File: src/rtl/alu_pkg.sv
// Shared ALU definitions: shifter operation codes, flag bit positions and
// the skid-buffer state encoding used by the shifter result stage.
package alu_pkg;

    localparam int ALU_WIDTH = 32;

    localparam logic [1:0] OP_NONE   = 2'b00;
    localparam logic [1:0] OP_LEFT   = 2'b01;
    localparam logic [1:0] OP_RIGHT  = 2'b10;
    localparam logic [1:0] OP_ARIGHT = 2'b11;

    localparam int FLAG_Z = 0;
    localparam int FLAG_N = 1;
    localparam int FLAG_C = 2;

    typedef enum logic [1:0] {
        SKID_EMPTY = 2'b00,
        SKID_ONE   = 2'b01,
        SKID_FULL  = 2'b10
    } skid_state_e;

endpackage

File: src/rtl/shift_result_stage_if.sv
// Handshake and payload bundle between the barrel shifter, the result stage
// and the writeback consumer; the stage itself connects through the slave modport.
interface shift_result_stage_if #(
    parameter int N = 32
);
    localparam int B = $clog2(N);

    logic         valid_i;
    logic         ready_o;
    logic [N-1:0] number_i;
    logic [B-1:0] shift_amount_i;
    logic [1:0]   operation_i;
    logic [N-1:0] shift_number_i;
    logic         valid_o;
    logic         ready_i;
    logic [N-1:0] result_o;
    logic [1:0]   op_o;
    logic [2:0]   flags_o;

    modport master (
        output valid_i, number_i, shift_amount_i, operation_i, shift_number_i, ready_i,
        input  ready_o, valid_o, result_o, op_o, flags_o
    );

    modport slave (
        input  valid_i, number_i, shift_amount_i, operation_i, shift_number_i, ready_i,
        output ready_o, valid_o, result_o, op_o, flags_o
    );

endinterface

File: src/rtl/alu_skid_buf.sv
// Generic 2-entry valid/ready skid buffer: full throughput with in_ready_o
// decoded purely from state flops, so no combinational path from out_ready_i.
module alu_skid_buf
    import alu_pkg::*;
#(
    parameter int W = 37
) (
    input  logic         clk_i,
    input  logic         rst_ni,
    input  logic         in_valid_i,
    output logic         in_ready_o,
    input  logic [W-1:0] in_data_i,
    output logic         out_valid_o,
    input  logic         out_ready_i,
    output logic [W-1:0] out_data_o
);

    skid_state_e  state_q, state_d;
    logic [W-1:0] data_q, data_d;
    logic [W-1:0] skid_q, skid_d;
    logic         in_fire;
    logic         out_fire;

    assign in_fire  = in_valid_i && in_ready_o;
    assign out_fire = out_valid_o && out_ready_i;

    // NOTE: both data registers are reset as well, because the output
    // register is visible on the ports and must read zero after reset.
    always_ff @(posedge clk_i) begin
        if (!rst_ni) begin
            state_q <= SKID_EMPTY;
            data_q  <= '0;
            skid_q  <= '0;
        end else begin
            // NOTE: non-blocking so every flop samples the pre-edge values.
            state_q <= state_d;
            data_q  <= data_d;
            skid_q  <= skid_d;
        end
    end

    always_comb begin
        // NOTE: hold-value defaults first, so no path leaves a latch behind.
        state_d = state_q;
        data_d  = data_q;
        skid_d  = skid_q;
        unique case (state_q)
            SKID_EMPTY: begin
                if (in_fire) begin
                    state_d = SKID_ONE;
                    data_d  = in_data_i;
                end
            end
            SKID_ONE: begin
                if (in_fire && out_fire) begin
                    data_d = in_data_i;
                end else if (in_fire) begin
                    state_d = SKID_FULL;
                    skid_d  = in_data_i;
                end else if (out_fire) begin
                    state_d = SKID_EMPTY;
                end
            end
            SKID_FULL: begin
                // Skid entry is older than anything upstream, so it drains first.
                if (out_fire) begin
                    state_d = SKID_ONE;
                    data_d  = skid_q;
                end
            end
            default: state_d = SKID_EMPTY;
        endcase
    end

    always_comb begin
        in_ready_o  = (state_q != SKID_FULL);
        out_valid_o = (state_q != SKID_EMPTY);
        out_data_o  = data_q;
    end

endmodule

File: src/rtl/shift_result_stage.sv
// Registered output stage after the barrel shifter: derives {C,N,Z} and queues
// result+op+flags in a skid buffer. `define SHIFT_RESULT_STATS_EN adds transfer/stall counters.
module shift_result_stage
    import alu_pkg::*;
#(
    parameter int N = ALU_WIDTH,
    parameter int B = $clog2(N)
) (
    input  logic                 clk_i,
    input  logic                 rst_ni,
    shift_result_stage_if.slave  bus
`ifdef SHIFT_RESULT_STATS_EN
    ,
    output logic [31:0]          accept_cnt_o,
    output logic [31:0]          stall_cnt_o
`endif
);

    localparam int W = N + 2 + 3;

    logic [B-1:0] left_idx;
    logic [B-1:0] right_idx;
    logic         carry;
    logic [2:0]   flags;
    logic [W-1:0] in_payload;
    logic [W-1:0] out_payload;

    // Carry is the last bit shifted out of the source operand.
    always_comb begin
        left_idx  = B'(N - int'(bus.shift_amount_i));
        right_idx = bus.shift_amount_i - B'(1);
        carry     = 1'b0;
        if (bus.shift_amount_i != '0) begin
            unique case (bus.operation_i)
                OP_LEFT:            carry = bus.number_i[left_idx];
                OP_RIGHT, OP_ARIGHT: carry = bus.number_i[right_idx];
                default:            carry = 1'b0;
            endcase
        end
        flags         = '0;
        flags[FLAG_Z] = (bus.shift_number_i == '0);
        flags[FLAG_N] = bus.shift_number_i[N-1];
        flags[FLAG_C] = carry;
    end

    assign in_payload = {bus.shift_number_i, bus.operation_i, flags};

    alu_skid_buf #(
        .W (W)
    ) u_skid (
        .clk_i       (clk_i),
        .rst_ni      (rst_ni),
        .in_valid_i  (bus.valid_i),
        .in_ready_o  (bus.ready_o),
        .in_data_i   (in_payload),
        .out_valid_o (bus.valid_o),
        .out_ready_i (bus.ready_i),
        .out_data_o  (out_payload)
    );

    assign bus.result_o = out_payload[W-1 -: N];
    assign bus.op_o     = out_payload[4:3];
    assign bus.flags_o  = out_payload[2:0];

`ifdef SHIFT_RESULT_STATS_EN
    logic [31:0] accept_cnt_q, accept_cnt_d;
    logic [31:0] stall_cnt_q, stall_cnt_d;

    always_comb begin
        accept_cnt_d = accept_cnt_q + ((bus.valid_o && bus.ready_i) ? 32'd1 : 32'd0);
        stall_cnt_d  = stall_cnt_q + ((bus.valid_o && !bus.ready_i) ? 32'd1 : 32'd0);
    end

    always_ff @(posedge clk_i) begin
        if (!rst_ni) begin
            accept_cnt_q <= '0;
            stall_cnt_q  <= '0;
        end else begin
            accept_cnt_q <= accept_cnt_d;
            stall_cnt_q  <= stall_cnt_d;
        end
    end

    assign accept_cnt_o = accept_cnt_q;
    assign stall_cnt_o  = stall_cnt_q;
`endif

endmodule

File: src/flat_wrapper.sv
// flat-port wrapper written by rule: the top's interface ports become plain ports
module shift_result_stage_flat import alu_pkg::*;
#(
    parameter int N = ALU_WIDTH,
    parameter int B = $clog2(N)
)
  (clk_i, rst_ni, bus_valid_i, bus_number_i, bus_shift_amount_i, bus_operation_i, bus_shift_number_i, bus_ready_i, bus_ready_o, bus_valid_o, bus_result_o, bus_op_o, bus_flags_o);
  shift_result_stage_if #(.N(N)) bus_i ();
  input  logic clk_i;
  input  logic rst_ni;
  input wire logic [$bits(bus_i.valid_i)-1:0] bus_valid_i;
  input wire logic [$bits(bus_i.number_i)-1:0] bus_number_i;
  input wire logic [$bits(bus_i.shift_amount_i)-1:0] bus_shift_amount_i;
  input wire logic [$bits(bus_i.operation_i)-1:0] bus_operation_i;
  input wire logic [$bits(bus_i.shift_number_i)-1:0] bus_shift_number_i;
  input wire logic [$bits(bus_i.ready_i)-1:0] bus_ready_i;
  output wire logic [$bits(bus_i.ready_o)-1:0] bus_ready_o;
  output wire logic [$bits(bus_i.valid_o)-1:0] bus_valid_o;
  output wire logic [$bits(bus_i.result_o)-1:0] bus_result_o;
  output wire logic [$bits(bus_i.op_o)-1:0] bus_op_o;
  output wire logic [$bits(bus_i.flags_o)-1:0] bus_flags_o;
  assign bus_i.valid_i = bus_valid_i;
  assign bus_i.number_i = bus_number_i;
  assign bus_i.shift_amount_i = bus_shift_amount_i;
  assign bus_i.operation_i = bus_operation_i;
  assign bus_i.shift_number_i = bus_shift_number_i;
  assign bus_i.ready_i = bus_ready_i;
  assign bus_ready_o = bus_i.ready_o;
  assign bus_valid_o = bus_i.valid_o;
  assign bus_result_o = bus_i.result_o;
  assign bus_op_o = bus_i.op_o;
  assign bus_flags_o = bus_i.flags_o;
  shift_result_stage #(.N(N), .B(B)) u_core (.clk_i(clk_i), .rst_ni(rst_ni), .bus(bus_i));
endmodule
File: config.mk
export PLATFORM = sky130hd
export DESIGN_NAME = shift_result_stage_flat
export DESIGN_NICKNAME = d
export VERILOG_FILES = /design/src/rtl/alu_pkg.sv /design/src/rtl/shift_result_stage_if.sv /design/src/rtl/alu_skid_buf.sv /design/src/rtl/shift_result_stage.sv /design/src/flat_wrapper.sv
export SDC_FILE = /design/constraint.sdc
export NUM_CORES = 1
export LEC_CHECK = 0
export CAP_MARGIN = 40
export CORE_ASPECT_RATIO = 0.5
export CORE_MARGIN = 5
export CORE_UTILIZATION = 49
export CTS_BUF_LIST = sky130_fd_sc_hd__clkbuf_4
export DETAILED_ROUTE_END_ITERATION = 10
export GPL_ROUTABILITY_DRIVEN = 1
export PLACE_DENSITY = 0.89
export SLEW_MARGIN = 20
export SYNTH_ARGS = -nofsm -noshare
export SYNTH_HDL_FRONTEND = slang
export SYNTH_SLANG_ARGS = --single-unit
File: constraint.sdc
create_clock -name clk_i -period 3.1 [get_ports clk_i]
set_input_delay 0.31 -clock clk_i [delete_from_list [all_inputs] [get_ports clk_i]]
set_output_delay 0.31 -clock clk_i [all_outputs]
set_load 0.03 [all_outputs]
Word level (Yosys, flattened, before mapping) --
Cells that the tools add are included.
Operators by class: $add $sub $neg 2, order comparisons 2, equality and inequality tests 11, muxes and demuxes 16, bitwise gates (word level) 1, reduce and logical (&&, ||, !) cells 12
Operators by type and width (number):
- 37-bit 2-to-1 mux | 3
- 37-bit case mux with 3 select lines | 1
- 32-bit logical NOT | 1
- 5-bit by 6-bit < comparator with 1-bit output, second input constant | 2
- 1-bit binary-select mux with 5-bit select | 2
- 2-bit 2-to-1 mux | 5
- 2-bit != test, second input constant | 5
- 4-bit AND reduction | 2
- 2-bit equality test, second input constant | 3
- 2-bit case mux with 3 select lines | 1
- 5-bit nonzero test | 1
- 1-bit by 5-bit subtractor with 5-bit output, first input constant | 1
- 5-bit by 1-bit subtractor with 5-bit output, second input constant | 1
- 2-bit by 1-bit equality test with 1-bit output, second input constant | 2
- 1-bit logical AND | 3
- 1-bit 2-to-1 mux | 3
- 3-bit != test, second input constant | 1
- 3-bit AND reduction | 1
- 3-bit nonzero test | 1
- 2-bit logical NOT | 1
- 1-bit case mux with 2 select lines | 1
- 2-bit nonzero test | 1
- 2-bit OR reduction | 1
- 1-bit NOT | 1
Word-level totals: register bits after elaboration 76, output and inout bits 39

Depth between registers and ports, before layout --
Gate-level depths: netlist of the first run.
depth after elaboration 7, mapped depth 12

Modules after synthesis --
From an unflattened synthesis of the first run, not the netlist that was laid out.
Second synthesis, totals: cells, all modules 463, area, all modules 4041.4 um^2
By module, submodules not included:
- alu_skid_buf | instances 1, cells each 352, area each 3224.3 um^2, sequential area each 1521.5 um^2
- shift_result_stage | instances 1, cells each 111, area each 817.0 um^2, sequential area each 0.0 um^2

Least setup slack after synthesis of the first run --
Ideal clock, no wire load.
path kind input to register, from in bus_shift_amount_i[0], to reg u_core.u_skid.skid_q[2], library setup time 0.133 ns, arrival 2.250 ns, required time 2.967 ns, setup slack 0.718 ns, stages on the path 12, path buffers 4, cells stage by stage buf_6 > buf_6 > inv_1 > ha_1 > clkbuf_1 > buf_2 > mux4_2 > mux2i_1 > nand3_1 > o211a_1 > a31oi_2 > a21oi_1
On the way: word-level cells in the longest chain between the ends 5
Ends and longest elaborated chain:
- start: declaration | line flat_wrapper.sv:13 | input wire logic [$bits(bus_i.shift_amount_i)-1:0] bus_shift_amount_i;
- 5-bit by 1-bit subtractor with 5-bit output / 1-bit by 5-bit subtractor with 5-bit output (equally long branches) | line shift_result_stage.sv:31, shift_result_stage.sv:30
- 1-bit binary-select mux with 5-bit select, on equally long branches | line shift_result_stage.sv:36, shift_result_stage.sv:35
- 1-bit 2-to-1 mux, on equally long branches | line shift_result_stage.sv:36, shift_result_stage.sv:35
- 1-bit case mux with 2 select lines | line shift_result_stage.sv:34 | unique case (bus.operation_i)
- 1-bit 2-to-1 mux (*) | line shift_result_stage.sv:33 | if (bus.shift_amount_i != '0) begin
- end signal: assignment | line alu_skid_buf.sv:38 | skid_q <= skid_d;
- end: declaration | line alu_skid_buf.sv:20 | logic [W-1:0] skid_q, skid_d;
Mark *: on every way between the ends. The rest lies on a longest branch, timed or not. The select of a mux whose other input is x is not followed. A chain may end at the register's enable or synchronous reset.

Worst setup path in the final report of the first run --
from reg u_core.u_skid.state_q[1], to out bus_ready_o
On the way: word-level cells in the longest chain between the ends 1
Ends and longest elaborated chain:
- start: declaration | line alu_skid_buf.sv:18 | skid_state_e state_q, state_d;
- start signal: assignment | line alu_skid_buf.sv:36 | state_q <= state_d;
- 2-bit != test | line alu_skid_buf.sv:76 | in_ready_o = (state_q != SKID_FULL);
- end: declaration | line flat_wrapper.sv:17 | output wire logic [$bits(bus_i.ready_o)-1:0] bus_ready_o;
Every way passes these cells.

==> results.py, run 1 <==
metrics = {
    "critical_path": {
        "path_max_fanout": 36,
        "cp_slowest_cell": "clkdlybuf4s50_1",
        "critical_path_arrival_ns": 2.10,
        "crit_chain": "nor2b_2 > clkinv_1 > buf_4 > clkdlybuf4s50_1",
        "end_kind": "output pin",
        "start_kind": "register",
        "crit_path_max_incr_delay_ns": 0.76,
        "crit_type": "reg2out",
        "crit_required_ns": 2.79,
    },
    "floorplan": {
        "die_h_um": 71.52,
        "dieArea_mm2": 0.009514,
        "start_util_pct": 50.46,
        "dieWidth_um": 133.0,
        "design.core.area_mm2": 0.007350,
        "placementRows": 22,
        "top_level_ports": 114,
    },
    "synth": {
        "synth_cell_types": 43,
        "synthAdderAreaFrac_pct": 0.6748,
        "syn-cell-area_mm2": 0.003709,
        "ys_seq_area_share_pct": 39.95,
        "synth_simple_gate_area_share_pct": 23.11,
        "synth_compound_area_share_pct": 16.46,
        "syn_inst": 441,
        "ys_ff_latch": 74,
        "yosys_warnings": 0,
        "syn_nets": 518,
        "synth_area_leaders": "dfxtp_1 (40%), nand2_1 (14%), a311oi_1 (8.0%), mux4_2 (6.1%), mux4_1 (4.3%)",
        "synth_async_sr_flop_share_pct": 0,
        "avgSynthCellArea_um2": 8.409,
        "synth_top_cell_area_share_pct": 39.95,
        "synth-edff-count": 0,
        "synth_xor_xnor_area_share_pct": 1.889,
        "yosys_most_used_dff": "dfxtp_1",
        "synth_top_family_by_area": "simple AND/OR/NAND/NOR gates",
        "yosysTopAreaCell": "dfxtp_1",
        "synth.area.mux_share_pct": 13.02,
    },
    "cts": {
        "cts_resized": 0,
        "cts.sinks": 74,
        "cts_buffer_depth": 2,
        "h-tree-depth": 3,
        "hold_buffers": 0,
        "cts-buffers-inserted": 9,
        "post_cts_buffers": 0,
        "cts_tree": "built",
        "root_buffer": "clkbuf_4",
        "path_clk_slew_ns": 0.12,
        "clk_latency_ns": 0.41,
    },
    "power": {
        "power_mw": 2.369,
        "leakagePower_nw": 1.856,
        "p_per_area_mw_per_mm2": 469.2,
        "ir_worst_vdd_mv": 0.2464,
    },
    "final_layout": {
        "fin_nets": 615,
        "diodes": 0,
        "multi_input_area_mm2": 0.002049,
        "area_delta_synth_final_pct": 36.13,
        "final_common_cell": "nand2_1",
        "stdcell_count": 639,
        "final_cell_area_mm2": 0.005049,
        "layout_common_cells": "nand2_1 (139), clkdlybuf4s50_1 (113), dfxtp_1 (74)",
        "fillers": 584,
        "regArea_mm2": 0.001481,
        "finalCoreUtilization_pct": 68.69,
        "drive_above_1_share_pct": 7.182,
    },
    "grt": {
        "grt_max_degree": 70,
        "grt_pass1_wl_um": 15570,
        "grt-ovfl-total": 0,
        "grt_pass1_vias": 3423,
        "grt_usage_pct": 19.66,
        "grt_antenna_before_repair": 0,
    },
    "sta": {
        "timing.setup.tns_ns": 0,
        "worstMarginPinSlew_ns": 0.7832,
        "setup_ws_ns": 0.6935,
        "slew_viol_final": 0,
        "finalSetupViolCount": 0,
        "fin_worst_skew_ns": 0.009066,
        "rsz0062_at_grt": "false",
        "slew_headroom_pct": 47.71,
        "whs_ns": 0.4632,
        "period_share_pct": 77.63,
        "period_needed_ns": 2.407,
        "max_freq_mhz": 415.5,
        "hold_violations": 0,
    },
    "placed_design": {
        "place_area_mm2": 0.004873,
        "dp_slack_ns": 0.2462,
        "dp_hpwl_um": 6436,
        "io_buffers": 113,
        "gp_congestion": 0.8170,
        "dp.cells": 623,
    },
    "route": {
        "wl_per_cell_um": 14.57,
        "first_iter_violations": 239,
        "drt_drc_violations_left": 0,
        "totalWireLength_um": 9309,
        "antenna_left": 0,
        "viasPerCell": 5.535,
        "routed-via-count": 3537,
        "dr.pass1.iters": 4,
    },
    "outcome": {
        "status": "finished clean",
    },
    "run": {
        "maxCapViolations": 0,
    },
    "min_path": {
        "hold_path.class": "reg2reg",
    },
}
[cell type report]
type | instances | area share, %
well taps | 96 | 2.379
clock buffers | 9 | 1.338
repair buffers | 120 | 23.69
inverters | 7 | 0.5204
flip-flops and latches | 74 | 29.34
multi-input cells | 326 | 40.59
clock inverters | 7 | 2.131
[registers in the layout (all words and copies together) (netlist names)]
name	count
u_core.u_skid.state_q	2
u_core.u_skid.skid_q	36
u_core.u_skid.out_data_o	36
[synth_stat cells, types with 2 or more instances]
library cell	n
nor3_1	2
nor2_1	42
buf_1	2
clkbuf_1	22
nand2_1	139
dfxtp_1	74
nor4_1	9
inv_1	5
nand3_1	4
a21oi_1	29
a21boi_0	11
mux2i_1	10
mux4_1	6
nor3b_1	2
nand4_1	2
a311oi_1	34
buf_6	2
ha_1	2
xnor2_1	3
nor2b_1	2
mux4_2	10
buf_2	7
a31oi_1	2
[routing by layer]
metal / wire length (µm) / vias to the layer above / global-route usage (%)
met5: 0 / - / 0
met4: 154 / 0 / 7.373
met3: 581 / 15 / 4.628
met2: 4831 / 106 / 36.29
met1: 3741 / 1664 / 22.44
li1: - / 1752 / -
[worst max-delay path, delay by kind of cell, from the launching register on]
| family | cells | cell delay [ns] |
|---|---|---|
| buffers and inverters | 3 | 1.16 |
| DFF | 1 | 0.36 |
| and+or+nand+nor | 1 | 0.17 |
[worst paths after layout]
path / from / to / slack (ns) / depth (start not counted)
min: u_core.u_skid.skid_q[16]$_SDFFE_PN0P_ / u_core.u_skid.skid_q[16]$_SDFFE_PN0P_ / 0.46 / 2
max: u_core.u_skid.state_q[1]$_SDFFE_PN0P_ / bus_ready_o / 0.69 / 4
max reg2reg: u_core.u_skid.state_q[1]$_SDFFE_PN0P_ / u_core.u_skid.out_data_o[21]$_SDFFE_PN0P_ / 1.53 / 5
min reg2reg: u_core.u_skid.skid_q[16]$_SDFFE_PN0P_ / u_core.u_skid.skid_q[16]$_SDFFE_PN0P_ / 0.46 / 2
[kinds of logic (layout without fill, tap and decap cells)]
logic type | count (synthesis) | after routing
multiplexers | 26 | 26
AND/OR/NAND/NOR | 208 | 208
buffers and inverters | 41 | 143
XOR/XNOR | 5 | 5
flip-flops | 74 | 74
AO/OA/AOI/OAI | 85 | 85
adder cells (fa/ha/maj) | 2 | 2
[report_power, final]
part	total, mW	leakage [nW]	switching (mW)	internal (mW)
logic	0.596	1.15	0.306	0.290
registers	1.04	0.607	0.0323	1.01
clock network	0.729	0.0948	0.328	0.401
(Power assumes the default switching activity.)
==> inputs of run 2 (changes only) <==
--- a/config.mk
+++ b/config.mk
@@ -8,11 +8,11 @@
 export CAP_MARGIN = 40
 export CORE_ASPECT_RATIO = 0.5
 export CORE_MARGIN = 5
-export CORE_UTILIZATION = 49
+export CORE_UTILIZATION = 44
 export CTS_BUF_LIST = sky130_fd_sc_hd__clkbuf_4
 export DETAILED_ROUTE_END_ITERATION = 10
 export GPL_ROUTABILITY_DRIVEN = 1
-export PLACE_DENSITY = 0.89
+export PLACE_DENSITY = 0.85
 export SLEW_MARGIN = 20
 export SYNTH_ARGS = -nofsm -noshare
 export SYNTH_HDL_FRONTEND = slang
==> constraint.sdc (replaced) <==
create_clock -name clk_i -period 2.2 [get_ports clk_i]
set_input_delay 0.22 -clock clk_i [delete_from_list [all_inputs] [get_ports clk_i]]
set_output_delay 0.22 -clock clk_i [all_outputs]
set_load 0.03 [all_outputs]
==> run 2 against run 1 <==
Effect of this change: die area is 10% higher; critical path type is now in2reg; hold slack worse by 0.067 ns; critical endpoint is now u_core.u_skid.out_data_o[2]$_SDFFE_PN0P_; sequential power is 41% higher; non-clock buffer count is 8 higher; design area is 2.8% higher.
==> results.py, run 2 (synthesis results as in run 1) <==
metrics = {
    "floorplan": {
        "dieArea_mm2": 0.01048,
        "start_util_pct": 45.70,
        "dieWidth_um": 139.8,
        "placementRows": 23,
        "design.core.area_mm2": 0.008115,
        "top_level_ports": 114,
        "die_h_um": 74.92,
    },
    "sta": {
        "slew_viol_final": 0,
        "max_freq_mhz": 510.8,
        "fin_worst_skew_ns": 0.01854,
        "finalSetupViolCount": 0,
        "rsz0062_at_grt": "false",
        "setup_ws_ns": 0.2423,
        "slew_headroom_pct": 67.70,
        "period_share_pct": 88.99,
        "timing.setup.tns_ns": 0,
        "worstMarginPinSlew_ns": 0.4837,
        "period_needed_ns": 1.958,
        "hold_violations": 0,
    },
    "final_layout": {
        "fin_nets": 623,
        "area_delta_synth_final_pct": 39.95,
        "layout_common_cells": "nand2_1 (139), clkdlybuf4s50_1 (113), dfxtp_1 (74)",
        "diodes": 0,
        "fillers": 690,
        "final_common_cell": "nand2_1",
        "drive_above_1_share_pct": 8.364,
        "finalCoreUtilization_pct": 63.95,
    },
    "critical_path": {
        "end_kind": "register",
        "start_kind": "input port",
        "crit_type": "in2reg",
        "path_max_fanout": 16,
        "crit_required_ns": 2.52,
        "critical_path_arrival_ns": 2.28,
    },
    "cts": {
        "cts.sinks": 74,
        "post_cts_buffers": 0,
        "cts-buffers-inserted": 9,
        "cts_tree": "built",
        "path_clk_slew_ns": 0.12,
        "clk_latency_ns": 0.43,
        "hold_buffers": 0,
        "h-tree-depth": 3,
        "cts_resized": 0,
        "cts_buffer_depth": 2,
        "root_buffer": "clkbuf_4",
    },
    "grt": {
        "met1_usage_pct": 20.99,
        "grt_pass1_vias": 3481,
        "grt_antenna_before_repair": 0,
        "grt_pass1_wl_um": 15970,
        "grt.met2_usage_pct": 35.07,
        "grt_usage_pct": 18.80,
        "grt-ovfl-total": 0,
        "grt_max_degree": 47,
        "met3_usage_pct": 6.218,
        "grt_busiest_layer": "met2",
    },
    "route": {
        "antenna_left": 0,
        "first_iter_violations": 216,
        "wl_per_cell_um": 14.53,
        "totalWireLength_um": 9617,
        "drt_drc_violations_left": 0,
        "viasPerCell": 5.399,
        "routed-via-count": 3574,
        "dr.pass1.iters": 6,
    },
    "placed_design": {
        "dp_hpwl_um": 6823,
        "gp_congestion": 0.7743,
        "io_buffers": 113,
        "dp_slack_ns": -0.2317,
    },
    "power": {
        "p_per_area_mw_per_mm2": 651.0,
        "ir_worst_vdd_mv": 0.3258,
        "leakagePower_nw": 1.913,
    },
    "run": {
        "maxCapViolations": 0,
    },
    "outcome": {
        "status": "finished clean",
    },
    "min_path": {
        "hold_path.class": "in2reg",
    },
}
==> run 2: path summary, 6_finish.rpt <==
| path | from | slack [ns] | endpoint | cells past startpoint |
|---|---|---|---|---|
| worst max-delay path | bus_shift_amount_i[0] | 0.24 | u_core.u_skid.out_data_o[2]$_SDFFE_PN0P_ | 10 |
| worst min register to register | u_core.u_skid.skid_q[18]$_SDFFE_PN0P_ | 0.46 | u_core.u_skid.skid_q[18]$_SDFFE_PN0P_ | 2 |
| worst max register to register | u_core.u_skid.state_q[1]$_SDFFE_PN0P_ | 0.72 | u_core.u_skid.out_data_o[25]$_SDFFE_PN0P_ | 5 |
| worst min-delay path | bus_shift_number_i[18] | 0.40 | u_core.u_skid.skid_q[23]$_SDFFE_PN0P_ | 3 |
==> run 2: final cells by class <==
type / count / area, µm² / area share (%)
Inverter: 7 / 26.28 / 0.5063
Sequential cell: 74 / 1481 / 28.54
Tap cell: 112 / 140.1 / 2.700
Timing Repair Buffer: 128 / 1319 / 25.41
Clock buffer: 9 / 67.56 / 1.302
Clock inverter: 6 / 106.4 / 2.049
Multi-Input combinational cell: 326 / 2049 / 39.49
==> run 2: stage by stage <==
stage          instances  total power [mW]  hold WS, ns  cell area [µm²]
3_3_place_gp         647             2.360       0.4420             5016
4_1_cts              662             3.400       0.3844             5190
5_1_grt              662             3.533       0.3747             5190
2_1_floorplan        441             1.978       0.2993             3712
3_5_place_dp         647             2.379       0.4470             5016
6_report             662             3.379       0.3958             5190
==> run 2: report_power, final <==
part	switching [mW]	internal (mW)	leakage (nW)
logic	0.438	0.436	1.21
clock network	0.469	0.564	0.0911
registers	0.0467	1.43	0.607
==> run 2: layer usage <==
metal  wire (µm)  part of all wire, %  vias to the layer above
met4         142                  1.5                        0
met2        4846                   50                      119
li1            -                    -                     1771
met3         702                  7.3                       13
met1        3925                   41                     1671
met5           0                    0                        -
==> run 2: critical path: stages <==
cell and delay (ns):
clkdlybuf4s50_1 0.52, inv_1 0.06, ha_1 0.32, buf_12 0.15
mux4_1 0.29, mux2i_1 0.14, mux2i_1 0.10, o211a_1 0.23
a31oi_2 0.17, o22ai_1 0.08
==> inputs of run 3 (changes only) <==
--- a/config.mk
+++ b/config.mk
@@ -6,9 +6,11 @@
 export NUM_CORES = 1
 export LEC_CHECK = 0
 export CAP_MARGIN = 40
+export CELL_PAD_IN_SITES_DETAIL_PLACEMENT = 2
+export CELL_PAD_IN_SITES_GLOBAL_PLACEMENT = 2
 export CORE_ASPECT_RATIO = 0.5
 export CORE_MARGIN = 5
-export CORE_UTILIZATION = 44
+export CORE_UTILIZATION = 25
 export CTS_BUF_LIST = sky130_fd_sc_hd__clkbuf_4
 export DETAILED_ROUTE_END_ITERATION = 10
 export GPL_ROUTABILITY_DRIVEN = 1
==> run 3 against run 2 <==
Effect of this change: sequential power about the same; routed wire length increased by 32%; die area increased by 67%; design area increased by 1.8%; critical path type unchanged; largest cell class unchanged; largest power group unchanged.
==> results.py, run 3 (synthesis results as in run 1) <==
metrics = {
    "critical_path": {
        "crit_required_ns": 2.52,
        "crit_type": "in2reg",
        "end_kind": "register",
        "path_max_fanout": 16,
        "critical_path_arrival_ns": 2.31,
        "start_kind": "input port",
    },
    "sta": {
        "period_share_pct": 90.43,
        "period_needed_ns": 1.989,
        "slew_headroom_pct": 68.14,
        "slew_viol_final": 0,
        "worstMarginPinSlew_ns": 0.4778,
        "hold_violations": 0,
        "finalSetupViolCount": 0,
        "rsz0062_at_grt": "false",
        "fin_worst_skew_ns": 0.008751,
        "max_freq_mhz": 502.6,
    },
    "cts": {
        "path_clk_slew_ns": 0.12,
        "root_buffer": "clkbuf_4",
        "clk_latency_ns": 0.43,
        "hold_buffers": 0,
        "cts-buffers-inserted": 9,
        "cts_resized": 0,
        "cts_buffer_depth": 2,
        "post_cts_buffers": 0,
        "cts.sinks": 74,
        "h-tree-depth": 3,
        "cts_tree": "built",
    },
    "grt": {
        "grt_antenna_before_repair": 0,
        "grt_usage_pct": 14.71,
        "met1_usage_pct": 16.10,
        "grt-ovfl-total": 0,
        "grt_pass1_wl_um": 20840,
        "grt_busiest_layer": "met2",
        "met3_usage_pct": 3.549,
        "grt.met2_usage_pct": 29.20,
        "grt_pass1_vias": 4159,
        "grt_max_degree": 39,
    },
    "outcome": {
        "status": "finished clean",
    },
    "power": {
        "power.switching_fraction_pct": 30.50,
        "power_mw": 3.225,
        "p_sw_mw": 0.9837,
        "ir_worst_vdd_mv": 0.2650,
        "p_per_area_mw_per_mm2": 610.7,
        "p_seq_share_pct": 45.7,
        "p_clk_share_pct": 26.3,
        "p_comb_share_pct": 28.0,
        "intPower_mw": 2.242,
        "leakagePower_nw": 1.918,
    },
    "run": {
        "maxCapViolations": 0,
    },
    "placed_design": {
        "gp_congestion": 0.7314,
        "io_buffers": 113,
        "place_area_mm2": 0.005149,
        "dp_hpwl_um": 9539,
        "dp.cells": 739,
    },
    "floorplan": {
        "top_level_ports": 114,
        "placementRows": 31,
        "die_h_um": 96.13,
        "dieWidth_um": 182.2,
        "dieArea_mm2": 0.01752,
        "design.core.area_mm2": 0.01451,
        "start_util_pct": 25.56,
    },
    "final_layout": {
        "layout_common_cells": "nand2_1 (139), clkdlybuf4s50_1 (113), dfxtp_1 (74)",
        "final_cell_area_mm2": 0.005281,
        "finalCoreUtilization_pct": 36.41,
        "final_common_cell": "nand2_1",
        "fillers": 1633,
        "stdcell_count": 755,
        "fin_nets": 629,
        "diodes": 0,
        "drive_above_1_share_pct": 9.515,
        "area_delta_synth_final_pct": 42.41,
        "multi_input_area_mm2": 0.002054,
        "regArea_mm2": 0.001481,
    },
    "min_path": {
        "hold_path.class": "in2reg",
    },
    "route": {
        "antenna_left": 0,
        "dr.pass1.iters": 4,
        "drt_drc_violations_left": 0,
        "totalWireLength_um": 12730,
        "wl_per_cell_um": 16.85,
        "first_iter_violations": 106,
        "routed-via-count": 3687,
        "viasPerCell": 4.883,
    },
}
-- run 3: cell types whose count changed in the layout (fill, tap and decap cells not counted) --
cell       previous run  this run
bufinv_16             3         1
clkinv_2              0         1
buf_12                6         4
clkinv_4              1         0
clkbuf_4              9        12
buf_4                 9        17
nor2b_4               0         1
nor2b_2               1         0
-- run 3: final timing paths --
| check | start | end | slack (ns) | cells past startpoint |
|---|---|---|---|---|
| worst max-delay path | bus_shift_amount_i[0] | u_core.u_skid.skid_q[2]$_SDFFE_PN0P_ | 0.21 | 10 |
| worst max register to register | u_core.u_skid.state_q[1]$_SDFFE_PN0P_ | u_core.u_skid.out_data_o[9]$_SDFFE_PN0P_ | 0.62 | 4 |
| worst min-delay path | bus_shift_number_i[19] | u_core.u_skid.skid_q[24]$_SDFFE_PN0P_ | 0.40 | 3 |
| worst min register to register | u_core.u_skid.skid_q[3]$_SDFFE_PN0P_ | u_core.u_skid.skid_q[3]$_SDFFE_PN0P_ | 0.47 | 2 |
-- run 3: cell type report --
type,count,area share (%)
clock buffers,12,1.706
clock inverters,4,0.8055
inverters,7,0.4975
multi-input cells,326,38.90
flip-flops and latches,74,28.05
well taps,198,4.691
repair buffers,134,25.35
-- run 3: power groups by stage --
stage          sequential (mW)  combinational, mW  clock, mW
2_1_floorplan             1.63              0.352          0
3_3_place_gp              1.50              0.887          0
3_5_place_dp              1.51              0.916          0
4_1_cts                   1.48              0.920      0.885
5_1_grt                   1.49              0.972      0.935
6_report                  1.47              0.903      0.847
-- run 3: routing by layer --
metal / wire [µm] / vias to the layer above
li1: - / 1781
met4: 104 / 0
met5: 0 / -
met3: 483 / 9
met2: 6776 / 61
met1: 5360 / 1836
-- run 3: critical path, cell delays in order --
cell,delay (ns)
clkdlybuf4s50_1,0.52
inv_1,0.06
ha_1,0.32
buf_12,0.15
mux4_1,0.29
mux2i_1,0.17
mux2i_1,0.10
o211a_1,0.22
a31oi_2,0.17
a21oi_1,0.09
-- run 3: through the flow --
| step | TNS [ns] | hold slack [ns] | worst slack (ns) |
|---|---|---|---|
| detailed placement | -0.5318 | 0.4562 | -0.2668 |
| floorplan | 0 | 0.2993 | 0.04773 |
| global route | 0 | 0.3863 | 0.09397 |
| finish | 0 | 0.3991 | 0.2105 |
| global placement | -0.3163 | 0.4424 | -0.1609 |
| CTS | 0 | 0.3734 | 0.1987 |
